## src/rtl/alu_arbiter_if.sv

```systemverilog
// Signal bundle between the two requesters, the arbiter and the shared ALU.
// The slave modport is the arbiter's view; master is the surrounding environment.
interface alu_arbiter_if;
    logic [1:0]  req_valid;
    logic [1:0]  req_ready;
    logic [7:0]  req_sel;
    logic [15:0] req_a;
    logic [15:0] req_b;
    logic [1:0]  resp_valid;
    logic [15:0] resp_z;
    logic [3:0]  alu_sel;
    logic [7:0]  alu_a;
    logic [7:0]  alu_b;
    logic [15:0] alu_z;
    logic        busy;

    modport slave (
        input  req_valid, req_sel, req_a, req_b, alu_z,
        output req_ready, resp_valid, resp_z, alu_sel, alu_a, alu_b, busy
    );

    modport master (
        output req_valid, req_sel, req_a, req_b, alu_z,
        input  req_ready, resp_valid, resp_z, alu_sel, alu_a, alu_b, busy
    );
endinterface

```

## src/rtl/alu_arbiter.sv

```systemverilog
// Round-robin arbiter for two requesters sharing one fixed-latency ALU.
// One operation in flight: IDLE grants, WAIT covers the ALU latency, RESP pulses the result.
module alu_arbiter #(
    parameter int unsigned ALU_LAT = 1
) (
    input  logic         clk,
    input  logic         rst,
    alu_arbiter_if.slave bus
);
    typedef enum logic [1:0] { IDLE, WAIT, RESP } state_e;

    state_e      state_q, state_d;
    logic        rr_ptr_q, rr_ptr_d;
    logic        owner_q, owner_d;
    logic [3:0]  cnt_q, cnt_d;
    logic [3:0]  alu_sel_q, alu_sel_d;
    logic [7:0]  alu_a_q, alu_a_d;
    logic [7:0]  alu_b_q, alu_b_d;
    logic [15:0] resp_z_q, resp_z_d;
    logic        grant;
    logic        accept;
    logic [1:0]  req_ready;
    logic [1:0]  resp_valid;

    // Both pending: rr_ptr decides; otherwise the single valid requester wins.
    assign grant  = (bus.req_valid == 2'b11) ? rr_ptr_q : bus.req_valid[1];
    // No handshake is offered while reset is asserted, so nothing can commit into a cleared FSM.
    assign accept = (state_q == IDLE) && (bus.req_valid != 2'b00) && !rst;

    // NOTE: every output of this block gets a default first, so no path leaves a latch behind.
    always_comb begin
        state_d    = state_q;
        rr_ptr_d   = rr_ptr_q;
        owner_d    = owner_q;
        cnt_d      = cnt_q;
        alu_sel_d  = alu_sel_q;
        alu_a_d    = alu_a_q;
        alu_b_d    = alu_b_q;
        resp_z_d   = resp_z_q;
        req_ready  = 2'b00;
        resp_valid = 2'b00;

        case (state_q)
            IDLE: begin
                if (accept) begin
                    req_ready = grant ? 2'b10 : 2'b01;
                    owner_d   = grant;
                    rr_ptr_d  = ~grant;
                    cnt_d     = 4'(ALU_LAT);
                    alu_sel_d = grant ? bus.req_sel[7:4] : bus.req_sel[3:0];
                    alu_a_d   = grant ? bus.req_a[15:8]  : bus.req_a[7:0];
                    alu_b_d   = grant ? bus.req_b[15:8]  : bus.req_b[7:0];
                    state_d   = WAIT;
                end
            end
            WAIT: begin
                // Counter runs ALU_LAT..0, so WAIT lasts ALU_LAT+1 cycles.
                if (cnt_q == 4'd0) begin
                    resp_z_d = bus.alu_z;
                    state_d  = RESP;
                end else begin
                    cnt_d = cnt_q - 4'd1;
                end
            end
            RESP: begin
                resp_valid = owner_q ? 2'b10 : 2'b01;
                state_d    = IDLE;
            end
            default: state_d = IDLE;
        endcase
    end

    // NOTE: registers use non-blocking assignments so all of them sample pre-edge values.
    always_ff @(posedge clk) begin
        if (rst) begin
            state_q   <= IDLE;
            rr_ptr_q  <= 1'b0;
            owner_q   <= 1'b0;
            cnt_q     <= 4'd0;
            alu_sel_q <= 4'd0;
            alu_a_q   <= 8'd0;
            alu_b_q   <= 8'd0;
            resp_z_q  <= 16'd0;
        end else begin
            state_q   <= state_d;
            rr_ptr_q  <= rr_ptr_d;
            owner_q   <= owner_d;
            cnt_q     <= cnt_d;
            alu_sel_q <= alu_sel_d;
            alu_a_q   <= alu_a_d;
            alu_b_q   <= alu_b_d;
            resp_z_q  <= resp_z_d;
        end
    end

    assign bus.req_ready  = req_ready;
    assign bus.resp_valid = resp_valid;
    assign bus.resp_z     = resp_z_q;
    assign bus.alu_sel    = alu_sel_q;
    assign bus.alu_a      = alu_a_q;
    assign bus.alu_b      = alu_b_q;
    assign bus.busy       = (state_q != IDLE);
endmodule
```

## src/flat_wrapper.sv

```systemverilog
// flat-port wrapper written by rule: the top's interface ports become plain ports
module alu_arbiter_flat 
#(
    parameter int unsigned ALU_LAT = 1
)
  (clk, rst, bus_req_valid, bus_req_sel, bus_req_a, bus_req_b, bus_alu_z, bus_req_ready, bus_resp_valid, bus_resp_z, bus_alu_sel, bus_alu_a, bus_alu_b, bus_busy);
  alu_arbiter_if bus_i ();
  input  logic clk;
  input  logic rst;
  input wire logic [$bits(bus_i.req_valid)-1:0] bus_req_valid;
  input wire logic [$bits(bus_i.req_sel)-1:0] bus_req_sel;
  input wire logic [$bits(bus_i.req_a)-1:0] bus_req_a;
  input wire logic [$bits(bus_i.req_b)-1:0] bus_req_b;
  input wire logic [$bits(bus_i.alu_z)-1:0] bus_alu_z;
  output wire logic [$bits(bus_i.req_ready)-1:0] bus_req_ready;
  output wire logic [$bits(bus_i.resp_valid)-1:0] bus_resp_valid;
  output wire logic [$bits(bus_i.resp_z)-1:0] bus_resp_z;
  output wire logic [$bits(bus_i.alu_sel)-1:0] bus_alu_sel;
  output wire logic [$bits(bus_i.alu_a)-1:0] bus_alu_a;
  output wire logic [$bits(bus_i.alu_b)-1:0] bus_alu_b;
  output wire logic [$bits(bus_i.busy)-1:0] bus_busy;
  assign bus_i.req_valid = bus_req_valid;
  assign bus_i.req_sel = bus_req_sel;
  assign bus_i.req_a = bus_req_a;
  assign bus_i.req_b = bus_req_b;
  assign bus_i.alu_z = bus_alu_z;
  assign bus_req_ready = bus_i.req_ready;
  assign bus_resp_valid = bus_i.resp_valid;
  assign bus_resp_z = bus_i.resp_z;
  assign bus_alu_sel = bus_i.alu_sel;
  assign bus_alu_a = bus_i.alu_a;
  assign bus_alu_b = bus_i.alu_b;
  assign bus_busy = bus_i.busy;
  alu_arbiter #(.ALU_LAT(ALU_LAT)) u_core (.clk(clk), .rst(rst), .bus(bus_i));
endmodule
```

## config.mk

```make
export PLATFORM = sky130hd
export DESIGN_NAME = alu_arbiter_flat
export DESIGN_NICKNAME = d
export VERILOG_FILES = /design/src/rtl/alu_arbiter_if.sv /design/src/rtl/alu_arbiter.sv /design/src/flat_wrapper.sv
export SDC_FILE = /design/constraint.sdc
export NUM_CORES = 1
export LEC_CHECK = 0
export ABC_CLOCK_PERIOD_IN_PS = 2450
export CAP_MARGIN = 20
export CORE_MARGIN = 5
export CORE_UTILIZATION = 41
export CTS_BUF_LIST = sky130_fd_sc_hd__clkbuf_4 sky130_fd_sc_hd__clkbuf_8
export CTS_CLUSTER_SIZE = 28
export DETAILED_ROUTE_END_ITERATION = 10
export PLACE_DENSITY_LB_ADDON = 0.3
export SYNTH_ARGS = -nofsm -noshare
export SYNTH_HDL_FRONTEND = slang
export SYNTH_SLANG_ARGS = --single-unit
```

## constraint.sdc

```tcl
create_clock -name clk -period 2.45 [get_ports clk]
set_clock_uncertainty 0.2 [all_clocks]
set_input_delay 0.3675 -clock clk [delete_from_list [all_inputs] [get_ports clk]]
set_output_delay 0.3675 -clock clk [all_outputs]
set_load 0.1 [all_outputs]
```

[Yosys cells after proc, flatten, opt, wreduce, memory -nomap -nowiden]
Index checks and enable logic that the tools add are counted.
Storage, ports and cells
  register bits after elaboration: 44
  input port bits: 60
  word-level logic and storage cells: 43
Operators by class
  add/subtract/negate cells: 1
  equality and inequality tests: 6
  muxes and demuxes: 15
  bitwise operators: 1
  reduce and logical (&&, ||, !) cells: 12
Operator list (number)
  8-bit 2-to-1 mux: 2
  2-bit 2-to-1 mux: 7
  4-bit 2-to-1 mux: 3
  4-bit case mux with 2 select lines: 1
  2-bit AND reduction: 3
  2-bit nonzero test: 3
  2-bit == test (second input constant): 2
  4-bit logical NOT: 1
  2-bit by 1-bit != test with 1-bit output (second input constant): 2
  2-bit case mux with 2 select lines: 1
  4-bit by 1-bit subtractor with 4-bit output (second input constant): 1
  3-bit AND reduction: 1
  2-bit by 1-bit == test with 1-bit output (second input constant): 1
  1-bit logical AND: 2
  2-bit logical NOT: 1
  2-bit != test (second input constant): 1
  1-bit logical NOT: 1
  1-bit 2-to-1 mux: 1
  1-bit inverter: 1

[Depth between registers and ports, before layout]
Gate-level depths: netlist of run 1.
  word-level depth: 5
  depth in mapped cells: 8
  gate-level depth less buffers: 6

[Worst setup path before layout of run 1]
No wires, ideal clock.
  path kind: register to output
  start: register u_core.state_q[1]
  end: output bus_resp_valid[0]
  arrival time: 2.532 ns
  required time: 1.882 ns
  slack: -0.649 ns
  cell stages (with the launch flop): 2
  buffers on the path: 0
  cell sequence: dfxtp_1 > nor3b_1
Between the ends
  longest elaborated chain between the ends: 2
RTL lines
  start, declared: line alu_arbiter.sv:12  | state_e state_q, state_d;
  start signal, assigned: line alu_arbiter.sv:85  | state_q <= state_d;
  2-bit == test: line alu_arbiter.sv:43  | case (state_q)
  2-bit 2-to-1 mux: line alu_arbiter.sv:43
  end, declared: line flat_wrapper.sv:16  | output wire logic [$bits(bus_i.resp_valid)-1:0] bus_resp_valid;
Every way passes these cells.

[Final worst setup path of run 1]
  start: input bus_req_valid[1]
  end: output bus_req_ready[1]
Between the ends
  longest elaborated chain between the ends: 5
RTL lines
  start, declared: line flat_wrapper.sv:10  | input wire logic [$bits(bus_i.req_valid)-1:0] bus_req_valid;
  2-bit == test or 2-bit nonzero test (tied branches): line alu_arbiter.sv:26, alu_arbiter.sv:28
  1-bit 2-to-1 mux or 1-bit logical AND (tied branches): line alu_arbiter.sv:26, alu_arbiter.sv:28
  2-bit 2-to-1 mux or 1-bit logical AND (tied branches): line alu_arbiter.sv:46, alu_arbiter.sv:28
  2-bit 2-to-1 mux *: line alu_arbiter.sv:45  | if (accept) begin
  2-bit 2-to-1 mux *: line alu_arbiter.sv:43
  end, declared: line flat_wrapper.sv:15  | output wire logic [$bits(bus_i.req_ready)-1:0] bus_req_ready;
Mark *: on every way between the ends. The rest lies on a longest branch, timed or not.

==> results of run 1 <==
==> sequential cells by signal (all words and copies together), names as in the netlist <==
signal / flops
u_core.bus.alu_a: 8
u_core.bus.resp_z: 16
u_core.state_q: 2
u_core.owner_q: 1
u_core.bus.alu_b: 8
u_core.rr_ptr_q: 1
u_core.bus.alu_sel: 4
u_core.cnt_q: 4
==> final cells by class <==
cell class | count | share of cell area
multi-input cells | 140 | 0.323
repair buffers | 105 | 0.322
flip-flops and latches | 44 | 0.296
well taps | 54 | 0.0227
clock buffers | 8 | 0.0328
inverters | 3 | 0.00379
==> critical path: cells and delay by family <==
kind | cells | cell delay, ns
buffers and inverters | 2 | 0.67
and+or+nand+nor | 3 | 0.62
==> power breakdown <==
part           leakage, nW  internal, mW  switching (mW)
combinational        0.857         0.427            1.15
sequential           0.361         0.843          0.0716
clock               0.0523         0.252           0.224
total                 1.27          1.52            1.45
==> worst max path at each step <==
stage,startpoint,endpoint,slack [ns],cells past startpoint
3_3_place_gp,bus_req_valid[1],bus_req_ready[1],0.24,5
5_1_grt,u_core.state_q[0],bus_req_ready[1],0.17,4
4_1_cts,u_core.state_q[0],bus_req_ready[1],0.22,4
2_1_floorplan,u_core.state_q[0],bus_req_ready[0],0.03,3
6_report,bus_req_valid[1],bus_req_ready[1],0.22,5
3_5_place_dp,bus_req_valid[1],bus_req_ready[1],0.23,5
==> per-layer routing <==
| metal | vias up | wire, µm | GRT usage |
|---|---|---|---|
| li1 | 889 | - | - |
| met1 | 797 | 1890 | 0.172 |
| met2 | 56 | 2460 | 0.294 |
| met3 | 10 | 330 | 0.0488 |
| met4 | 0 | 91 | 0.0699 |
| met5 | - | 0 | 0 |
==> layout by cell type (no fill, tap or decap), types with 2 or more instances in the layout <==
master	instances
clkdlybuf4s50_1	58
buf_4	44
dfxtp_1	44
nand2_1	33
mux2i_1	20
a21oi_1	17
nor2_1	16
a211oi_2	13
clkbuf_8	6
a211oi_1	4
inv_1	3
or3_1	3
nor2_2	3
o2bb2ai_1	3
nor3b_2	2
and2_1	2
nand2b_1	2
a21o_1	2
nand3_1	2
ha_1	2
clkbuf_4	2
buf_12	2
==> cells by family after synthesis <==
family | Yosys count
AOI/OAI and AO/OA | 46
xor gates and xnor gates | 1
adders and majority gates | 2
buffers and inverters | 18
DFF | 44
muxes | 20
and+or+nand+nor | 71
==> out/qor.yml, run 1 <==
synth_cell_type_count: 40
post-place-ws_ns: 0.225
yosysTopAreaCell: "dfxtp_1"
grt_first_pass_wirelength_um: 7990
grt_max_degree: 41
synth_cells: 202
synth_most_common_cell: "dfxtp_1"
r2r_slack_ns: 0.60
place_area_um2: 2880
synth_fa_ha_area_frac: 0.0129
cp_slowest_stage_delay_ns: 0.49
hp-start: "u_core.bus.resp_z[4]"
critPathCaptureType: "primary output"
port_buffers: 100
ys_seq_elements: 44
syn_area_per_cell_um2: 9.60
async_reset_ff_frac: 0
tightestPinTransition_ns: 0.575
drc: 0
final_cell_count_no_fill: 354
synth_top_family_by_area: "compound AO/OA/AOI/OAI gates"
grt_pass1_vias: 1776
overflow: 0
area_growth_syn_to_layout_pct: 53.3
clockBufferDepth: 2
synth_top_area_frac: 0.454
holdWs_ns: 0.254
clock.fmax_ghz: 0.449
core_um2: 4660
min_to: "u_core.bus.resp_z[4]"
r2r_start: "u_core.cnt_q[0]"
ctsHoldBuffers: 0
synth_compound_area_frac: 0.191
finalInstanceArea_um2: 2970
syn_nets: 264
cts-resized-gates: 0
die-area_um2: 6210
fin_nets: 361
slew_violations: 0
initial_core_util: 0.416
clockRootBuffer: "clkbuf_8"
synth_edf_count: 0
yosys.area_share.simple: 0.181
multi_input_area_um2: 960
die_w_um: 78.8
cts_setup_buffers: 0
vias: 1752
worstSetupPathType: "input port to primary output"
seq_area_um2: 881
leakage_nw: 1.27
antenna_left: 0
cp_slowest_cell: "clkdlybuf4s50_1"
final_util: 0.638
setup_ws_ns: 0.224
synth_area_um2: 1940
cts-htree-levels: 2
yosys_warnings: 0
worstPathArrival_ns: 1.66
cap_violations: 0
cp_max_fo: 3
wire_per_inst_um: 13.5
min_delay_path_depth: 2
hold_path_class: "register to register"
layout-drive-gt1-share: 0.263
fin_crit_sh: 0.908
status: "completed"
grt_usage: 0.162
n_antenna_cell: 0
ir_drop_mv: 0.482
placed_cells: 346
finalSetupViolations: 0
maxSlewHeadroom: 0.616
clk_latency_ns: 0.29
via_per_inst: 4.95
synth_common_cells: "dfxtp_1, nand2_1, mux2i_1"
r2r_end: "u_core.cnt_q[3]"
synth_xor_area_frac: 0.00452
final-hold-violation-count: 0
drt_wl_total_um: 4770
crit_path_start_kind: "input port"
synth.area.mux_share: 0.103
num_rows: 25
n_fill_cell: 401
antenna_found_initial: 0
ff2ff_path_depth: 6
rsz0062_at_grt: "false"
dr.first_iter.drc_count: 83
pin_count: 101
clock_sinks: 44
cts_buffers: 5
gp_congestion: 0.717
cts_tree: "yes"
worstPathCellList: "clkdlybuf4s50_1 > nor2_1 > or3_1 > nor2_4 > buf_12"
p_per_area_nw_per_um2: 999
path_clk_slew_ns: 0.07
drtPass1Iterations: 5
worst_ep_required_time_ns: 1.88
post-route-min-period_ns: 2.23
die_y_um: 78.8
fin_tns_setup_ns: 0
fin_total_pwr_mw: 2.97
synth_ff_type: "dfxtp_1"
ys_seq_area_frac: 0.454
dp_hpwl_um: 3690
synth.area.top_cells: "dfxtp_1, mux2i_1, a211oi_2"
Power figures use the tool's default switching activity.
==> run 2: changes to the inputs <==
--- a/config.mk
+++ b/config.mk
@@ -8,7 +8,7 @@
 export ABC_CLOCK_PERIOD_IN_PS = 2450
 export CAP_MARGIN = 20
 export CORE_MARGIN = 5
-export CORE_UTILIZATION = 41
+export CORE_UTILIZATION = 30
 export CTS_BUF_LIST = sky130_fd_sc_hd__clkbuf_4 sky130_fd_sc_hd__clkbuf_8
 export CTS_CLUSTER_SIZE = 28
 export DETAILED_ROUTE_END_ITERATION = 10
==> run 2 against run 1 <==
Compared with the run above: utilization is 16 points lower; routed wire length is 5.3% higher; largest power group unchanged; worst setup slack worse by 0.023 ns; die area is 32% higher; first-iteration DRC count is 40% lower; combinational power hardly changed; sequential share of layout area is 0.33 points lower; highest routed layer unchanged; count of clock-buffer cells in the layout stayed put; cell count is 6.2% higher; cell area is 1.1% higher; sequential power hardly changed.
==> out/qor.yml, run 2 (synthesis results as in run 1) <==
status: "completed"
cts-htree-levels: 2  # unchanged
layout_commonest_cell: "clkdlybuf4s50_1"
hp-start: "u_core.bus.resp_z[7]"
holdWs_ns: 0.258  # +0.00384 ns
wl_met2_um: 2630  # +6.9%
num_rows: 29  # +16%
worstPathCellList: "clkdlybuf4s50_1 > nor2_1 > or3_1 > nor2_4 > buf_12"
tightestPinTransition_ns: 0.594  # +0.0196 ns
dr.first_iter.drc_count: 50  # -40%
clock.fmax_ghz: 0.445  # -1.0%
p_per_area_nw_per_um2: 994  # -0.46%
crit_path_start_kind: "input port"
grt_max_degree: 41  # unchanged
fin_tns_setup_ns: 0  # unchanged
path_clk_slew_ns: 0.08  # about the same
layout-drive-gt1-share: 0.261  # -0.00246
gp_congestion: 0.696  # -2.9%
via_per_inst: 4.63  # -6.5%
grt_first_pass_wirelength_um: 8370  # +4.7%
r2r_start: "u_core.cnt_q[0]"
cts_setup_buffers: 0  # unchanged
overflow: 0  # unchanged
fin_crit_sh: 0.918  # +0.00921
slew_violations: 0  # unchanged
cts_tree: "yes"
cap_violations: 0  # unchanged
grt_pass1_vias: 1739  # -2.1%
fin_total_pwr_mw: 2.99  # +0.67%
top_layer_used: "met4"
ff2ff_path_depth: 6  # unchanged
placed_cells: 368  # +6.4%
hold_path_class: "register to register"
fin_nets: 360  # -0.28%
die_y_um: 90.4  # +15%
ctsHoldBuffers: 0  # unchanged
r2r_slack_ns: 0.61  # about the same
worst_ep_required_time_ns: 1.88  # about the same
antenna_found_initial: 0  # unchanged
drc: 0  # unchanged
ir_drop_mv: 0.532  # +10%
dp_hpwl_um: 3740  # +1.4%
clockRootBuffer: "clkbuf_8"
cp_slowest_cell: "clkdlybuf4s50_1"
leakage_nw: 1.27  # about the same
drtPass1Iterations: 4  # -1
worstPathArrival_ns: 1.68  # +0.02 ns
min_delay_path_depth: 2  # unchanged
wire_per_inst_um: 13.4  # -0.84%
maxSlewHeadroom: 0.604  # -0.0122
n_antenna_cell: 0  # unchanged
clockBufferDepth: 2  # unchanged
cts_buffers: 5  # unchanged
drt_wl_total_um: 5030  # +5.3%
port_buffers: 100  # unchanged
post-route-min-period_ns: 2.25  # +0.0226 ns
pin_count: 101  # unchanged
core_um2: 6310  # +35%
wl_met3_um: 337  # +2.1%
die_w_um: 90.4  # +15%
met1_length_um: 2030  # +7.5%
antenna_left: 0  # unchanged
finalSetupViolations: 0  # unchanged
die-area_um2: 8170  # +32%
area_growth_syn_to_layout_pct: 55.0
grt_usage: 0.124  # -0.0378
clock_sinks: 44  # unchanged
worstSetupPathType: "input port to primary output"
min_to: "u_core.bus.resp_z[7]"
mostFrequentLayoutCells: "clkdlybuf4s50_1, dfxtp_1, buf_4"
critPathCaptureType: "primary output"
cp_max_fo: 3  # unchanged
r2r_end: "u_core.bus.resp_z[14]"
rsz0062_at_grt: "false"
clk_latency_ns: 0.29  # about the same
initial_core_util: 0.307  # -0.109
vias: 1740  # -0.68%
cts-resized-gates: 0  # unchanged
final-hold-violation-count: 0  # unchanged
cp_slowest_stage_delay_ns: 0.50  # about the same
final_cell_count_no_fill: 376  # +6.2%
largest_register_ffs: 16  # unchanged
[run 2: cell types whose count changed in the layout (fill, tap and decap cells not counted), sizes merged]
cell / delta
buf: -1
[run 2: metal layers]
metal,GRT usage,vias up
met5,0,-
met4,0.0397,0
met3,0.0467,2
met2,0.218,50
met1,0.138,798
li1,-,890
[run 2: area by class of cell]
cell class / instances / area, µm²
Clock buffer: 8 / 97.6
Fill cell: 626 / 3310
Inverter: 3 / 11.3
Multi-Input combinational cell: 140 / 960
Sequential cell: 44 / 881
Tap cell: 77 / 96.3
Timing Repair Buffer: 104 / 961
[run 2: worst max path at each step]
stage,depth (start not counted),end,start
after floorplan,3,bus_req_ready[0],u_core.state_q[0]
after global placement,5,bus_req_ready[1],bus_req_valid[1]
after detailed placement,5,bus_req_ready[1],bus_req_valid[1]
after CTS,4,bus_req_ready[1],u_core.state_q[0]
after global routing,4,bus_req_ready[1],u_core.state_q[0]
final,5,bus_req_ready[1],bus_req_valid[1]
[run 2: power breakdown]
part,total [mW],internal (mW),switching (mW),leakage [nW]
clock,0.490,0.253,0.238,0.0523
sequential,0.917,0.843,0.0740,0.361
combinational,1.58,0.428,1.15,0.858
total,2.99,1.52,1.47,1.27
[run 2: per-stage QoR]
stage                     worst slack [ns]  utilization  instance area [µm²]
after global placement               0.223        0.461                 2910
after detailed placement             0.200        0.461                 2910
after floorplan                     0.0283            -                 1940
after CTS                            0.194        0.476                 3010
after global routing                 0.140        0.476                 3010
final                                0.202        0.476                 3010
[run 2: worst max-delay path: cells and delay by family]
| family | cells | cell delay (ns) |
|---|---|---|
| and+or+nand+nor | 3 | 0.63 |
| buffers and inverters | 2 | 0.68 |
==> run 3: changes to the inputs <==
--- a/config.mk
+++ b/config.mk
@@ -7,6 +7,7 @@
 export LEC_CHECK = 0
 export ABC_CLOCK_PERIOD_IN_PS = 2450
 export CAP_MARGIN = 20
+export CORE_ASPECT_RATIO = 0.7
 export CORE_MARGIN = 5
 export CORE_UTILIZATION = 30
 export CTS_BUF_LIST = sky130_fd_sc_hd__clkbuf_4 sky130_fd_sc_hd__clkbuf_8
==> run 3 against run 2 <==
Compared with the run above: global-route usage grew 0.28 points; flip-flop and latch count stayed put; non-clock buffer count is 1 higher; utilization up 0.52 points; critical path depth unchanged; critical endpoint unchanged; highest routed layer unchanged.
==> out/qor.yml, run 3 (synthesis results as in run 1) <==
vias: 1695  # -2.6%
initial_core_util: 0.310  # +0.00332
ir_drop_mv: 0.516  # -3.0%
placed_cells: 370  # +0.54%
gp_congestion: 0.762  # +9.5%
p_per_area_nw_per_um2: 979  # -1.5%
worstPathArrival_ns: 1.73  # +0.05 ns
fin_total_pwr_mw: 2.94  # -1.5%
layout_commonest_cell: "clkdlybuf4s50_1"
grt_max_degree: 35  # -15%
slew_violations: 0  # unchanged
post-route-min-period_ns: 2.30  # +0.0539 ns
cp.buffers_inverters: 2  # unchanged
drtPass1Iterations: 4  # unchanged
cts-htree-levels: 2  # unchanged
area_growth_syn_to_layout_pct: 55.0  # unchanged
grt_first_pass_wirelength_um: 8560  # +2.3%
cp_slowest_stage_delay_ns: 0.53  # +0.03 ns
pin_count: 101  # unchanged
status: "completed"
leakage_nw: 1.27  # -0.16%
n_antenna_cell: 0  # unchanged
rsz0062_at_grt: "false"
crit_path_start_kind: "input port"
startpoint: "bus_req_valid[1]"
core_um2: 6250  # -1.1%
fin_nets: 361  # +0.28%
cts-resized-gates: 0  # unchanged
path_depth: 5  # unchanged
ff2ff_path_depth: 6  # unchanged
antenna_found_initial: 0  # unchanged
clockRootBuffer: "clkbuf_8"
drt_wl_total_um: 5050  # +0.50%
clk_latency_ns: 0.29  # about the same
worst_ep_required_time_ns: 1.88  # about the same
crit_family: "buffers and inverters"
dr.first_iter.drc_count: 46  # -8.0%
ctsHoldBuffers: 0  # unchanged
cp_slowest_cell: "clkdlybuf4s50_1"
via_per_inst: 4.50  # -2.8%
clockBufferDepth: 2  # unchanged
clock.fmax_ghz: 0.434  # -2.3%
final_util: 0.481  # +0.00515
num_rows: 24  # -17%
fin_tns_setup_ns: 0  # unchanged
die_y_um: 77.3  # -15%
cts_buffers: 5  # unchanged
final-hold-violation-count: 0  # unchanged
tightestPinTransition_ns: 0.585  # -0.00922 ns
maxSlewHeadroom: 0.609  # +0.00521
finalSetupViolations: 0  # unchanged
r2r_start: "u_core.cnt_q[0]"
cp_max_fo: 3  # unchanged
largest_register_ffs: 16  # unchanged
r2r_end: "u_core.bus.resp_z[13]"
n_fill_cell: 618  # -1.3%
cts_tree: "yes"
drc: 0  # unchanged
critPathCaptureType: "primary output"
r2r_slack_ns: 0.64  # +0.03 ns
dp_hpwl_um: 3820  # +2.3%
grt_usage: 0.127  # +0.00276
holdWs_ns: 0.255  # -0.00286 ns
clock_sinks: 44  # unchanged
fin_crit_sh: 0.940  # +0.0220
mostFrequentLayoutCells: "clkdlybuf4s50_1, dfxtp_1, buf_4"
die_w_um: 106  # +17%
grt_pass1_vias: 1772  # +1.9%
layout-drive-gt1-share: 0.261  # unchanged
port_buffers: 100  # unchanged
wire_per_inst_um: 13.4  # +0.23%
worstSetupPathType: "input port to primary output"
crit_path_end: "bus_req_ready[1]"
min_delay_path_depth: 2  # unchanged
hold_path_class: "register to register"
overflow: 0  # unchanged
worstPathCellList: "clkdlybuf4s50_1 > nor2_1 > or3_1 > nor2_4 > buf_12"
cap_violations: 0  # unchanged
path_clk_slew_ns: 0.08  # about the same
antenna_left: 0  # unchanged
die-area_um2: 8200  # +0.32%
cts_setup_buffers: 0  # unchanged
final_cell_count_no_fill: 377  # +0.27%
-- run 3: routing by layer --
layer	GRT usage	part of all wire	up-vias
met2	0.210	0.47	55
met3	0.0386	0.062	8
met4	0.0388	0.012	0
li1	-	-	887
met1	0.157	0.46	745
met5	0	0	-
-- run 3: how the worst min path moves through the flow --
stage                          start  slack (ns)                    end
3_3_place_gp    u_core.bus.resp_z[7]        0.24   u_core.bus.resp_z[7]
5_1_grt        u_core.bus.resp_z[14]        0.28  u_core.bus.resp_z[14]
6_report       u_core.bus.resp_z[14]        0.26  u_core.bus.resp_z[14]
4_1_cts        u_core.bus.resp_z[14]        0.26  u_core.bus.resp_z[14]
3_5_place_dp   u_core.bus.resp_z[14]        0.25  u_core.bus.resp_z[14]
2_1_floorplan        u_core.rr_ptr_q        0.25        u_core.rr_ptr_q
-- run 3: worst min-delay path, delay by kind of cell, from the launching register on --
family | cells | cell delay, ns
AND/OR/NAND/NOR | 1 | 0.05
AO/OA/AOI/OAI | 1 | 0.05
flip-flops | 1 | 0.31
-- run 3: stage by stage --
stage / setup WS, ns / area (µm²)
after global placement: 0.159 / 2930
after global routing: 0.0854 / 3010
after detailed placement: 0.150 / 2930
after floorplan: 0.0283 / 1940
after CTS: 0.138 / 3010
final: 0.148 / 3010
-- run 3: area by class of cell --
class	instances	area (µm²)	area share
repair buffers	105	968	0.322
multi-input cells	140	967	0.322
flip-flops and latches	44	881	0.293
well taps	78	97.6	0.0325
clock buffers	6	76.3	0.0254
inverters	3	11.3	0.00375
clock inverters	1	5.00	0.00166
-- run 3: report_power, final --
part	leakage, nW	internal (mW)	switching (mW)
Clock	0.0445	0.205	0.234
Sequential	0.361	0.843	0.0737
Combinational	0.864	0.430	1.16
Total	1.27	1.48	1.47
==> patch (settings of run 1) <==
Reset style: asynchronous (`rst`), changed in one clocked block.
--- a/src/rtl/alu_arbiter.sv
+++ b/src/rtl/alu_arbiter.sv
@@ -72,5 +72,5 @@
 
     // NOTE: registers use non-blocking assignments so all of them sample pre-edge values.
-    always_ff @(posedge clk) begin
+    always_ff @(posedge clk or posedge rst) begin
         if (rst) begin
             state_q   <= IDLE;
Formal check against the unedited RTL: differs if rst is asserted again (counterexample within 4 cycles, from zero or initial values and one cycle with rst high); with rst held inactive, the same outputs for 10 cycles.
==> patch against run 1 <==
Synthesized cell count fell by 27%; area after synthesis increased by 4.2%; critical path depth is 1 lower; routed wire length is 11% higher; sequential cell count is the same; non-clock buffer count unchanged; setup slack better by 0.21 ns; cell area rose by 3.9%.
Power is not shown: default switching activity piles up to over one toggle a cycle in this logic, so the estimate is an artifact.
==> patch: results (changes against run 1) <==
- Pre-Repair DR Iteration Count: 4 (was 5)
- Layout cell share with drive strength beyond 1: 31.47% (was 26.33%)
- Unique masters post-synth: 33 (was 40)
- Slew @ Worst Pin: 0.5606 ns (was 0.5747 ns)
- Status: complete, no violations (unchanged)
- Via count of the first global-routing pass: 1650 (was 1776)
- Global-route wire length before repair: 8.514 mm (was 7.990 mm)
- Max incr delay on CP: 0.46 ns (was 0.49 ns)
- DR iter-0 viols: 85 (was 83)
- Fin nets: 312 (was 361)
- Worst EP arrival: 1.45 ns (was 1.66 ns)
- Routed WL: 5.311 mm (was 4.773 mm)
- # fillers: 391 (was 401)
- Sequential fraction of the synthesis area: 54.49% (was 45.42%)
- Worst hold path depth: 1 (was 2)
- Post-DP HPWL: 3.905 mm (was 3.686 mm)
- Worst hold path type: reg -> reg (unchanged)
- Largest net degree at the start of global routing: 45 (was 41)
- Final GP Congestion: 0.7471 (was 0.7166)
- FF-to-FF setup slack: 0.62 ns (was 0.60 ns)
- Tot GR Track Use: 17.04% (was 16.18%)
- Commonest cells post-synth: 44 x dfrtp_1, 20 x a21boi_0, 20 x a221o_1 (was 44 x dfxtp_1, 33 x nand2_1, 20 x mux2i_1)
- Worst Reg-to-Reg Cells: 5 (was 6)
- Via Count: 1621 (was 1752)
- CP max FO: 4 (was 3)
- Top post-synthesis cells by area: dfrtp_1 54%, a221o_1 9.9%, a21boi_0 7.4% (was dfxtp_1 45%, mux2i_1 10%, a211oi_2 8.4%)
[patch: changes by cell type in the layout (fill, tap and decap cells not counted), moves of 14 or more]
cell and change:
dfrtp_1 +44, dfxtp_1 -44, nand2_1 -32, a221o_1 +20
mux2i_1 -20, a21boi_0 +19, nor2_1 -14
[patch: final cells by class]
type	instances	area share (%)
clock buffer	7	2.916
sequential	44	35.64
clock inverter	1	0.2430
timing repair buffer	105	31.11
inverter	5	0.6075
multi-input combinational	89	26.77
tap	67	2.714
[patch: logic make-up (layout without fill, tap and decap cells)]
logic type | Yosys count | in the layout | synth area share, %
simple gates | 20 | 20 | 8.051
flops | 44 | 44 | 54.49
buf+inv | 14 | 118 | 4.830
compound gates | 51 | 51 | 20.81
fa+ha+maj | 2 | 2 | 1.238
mux | 16 | 16 | 10.59
[patch: worst paths after layout]
check / to / start
max: bus_req_ready[0] / rst
min: u_core.bus.resp_z[11]$_DFFE_PP0P_ / u_core.bus.resp_z[11]$_DFFE_PP0P_
max reg2reg: u_core.bus.resp_z[7]$_DFFE_PP0P_ / u_core.cnt_q[0]$_DFFE_PP0P_
min reg2reg: u_core.bus.resp_z[11]$_DFFE_PP0P_ / u_core.bus.resp_z[11]$_DFFE_PP0P_
max in group asynchronous: u_core.bus.alu_b[4]$_DFFE_PP0P_ / rst
min in group asynchronous: u_core.state_q[1]$_DFFE_PP0P_ / rst
[patch: metrics by stage]
stage / std cells / area [um2] / util, % / worst slack [ns] / hold WS (ns)
after floorplan: 147 / 2026 / - / 0.2066 / 0.2732
after global placement: 310 / 2992 / 62.92 / 0.3246 / 0.2891
after detailed placement: 310 / 2992 / 62.92 / 0.2857 / 0.2943
after CTS: 318 / 3089 / 64.97 / 0.4166 / 0.3157
after global routing: 318 / 3089 / 64.97 / 0.3844 / 0.3393
final: 318 / 3089 / 64.97 / 0.4358 / 0.3144
[patch: metal layers]
| layer | track usage (%) | part of all wire [%] |
|---|---|---|
| met3 | 6.166 | 9.5 |
| met5 | 0 | 0 |
| met1 | 22.92 | 43 |
| met2 | 25.91 | 46 |
| met4 | 4.561 | 1.5 |
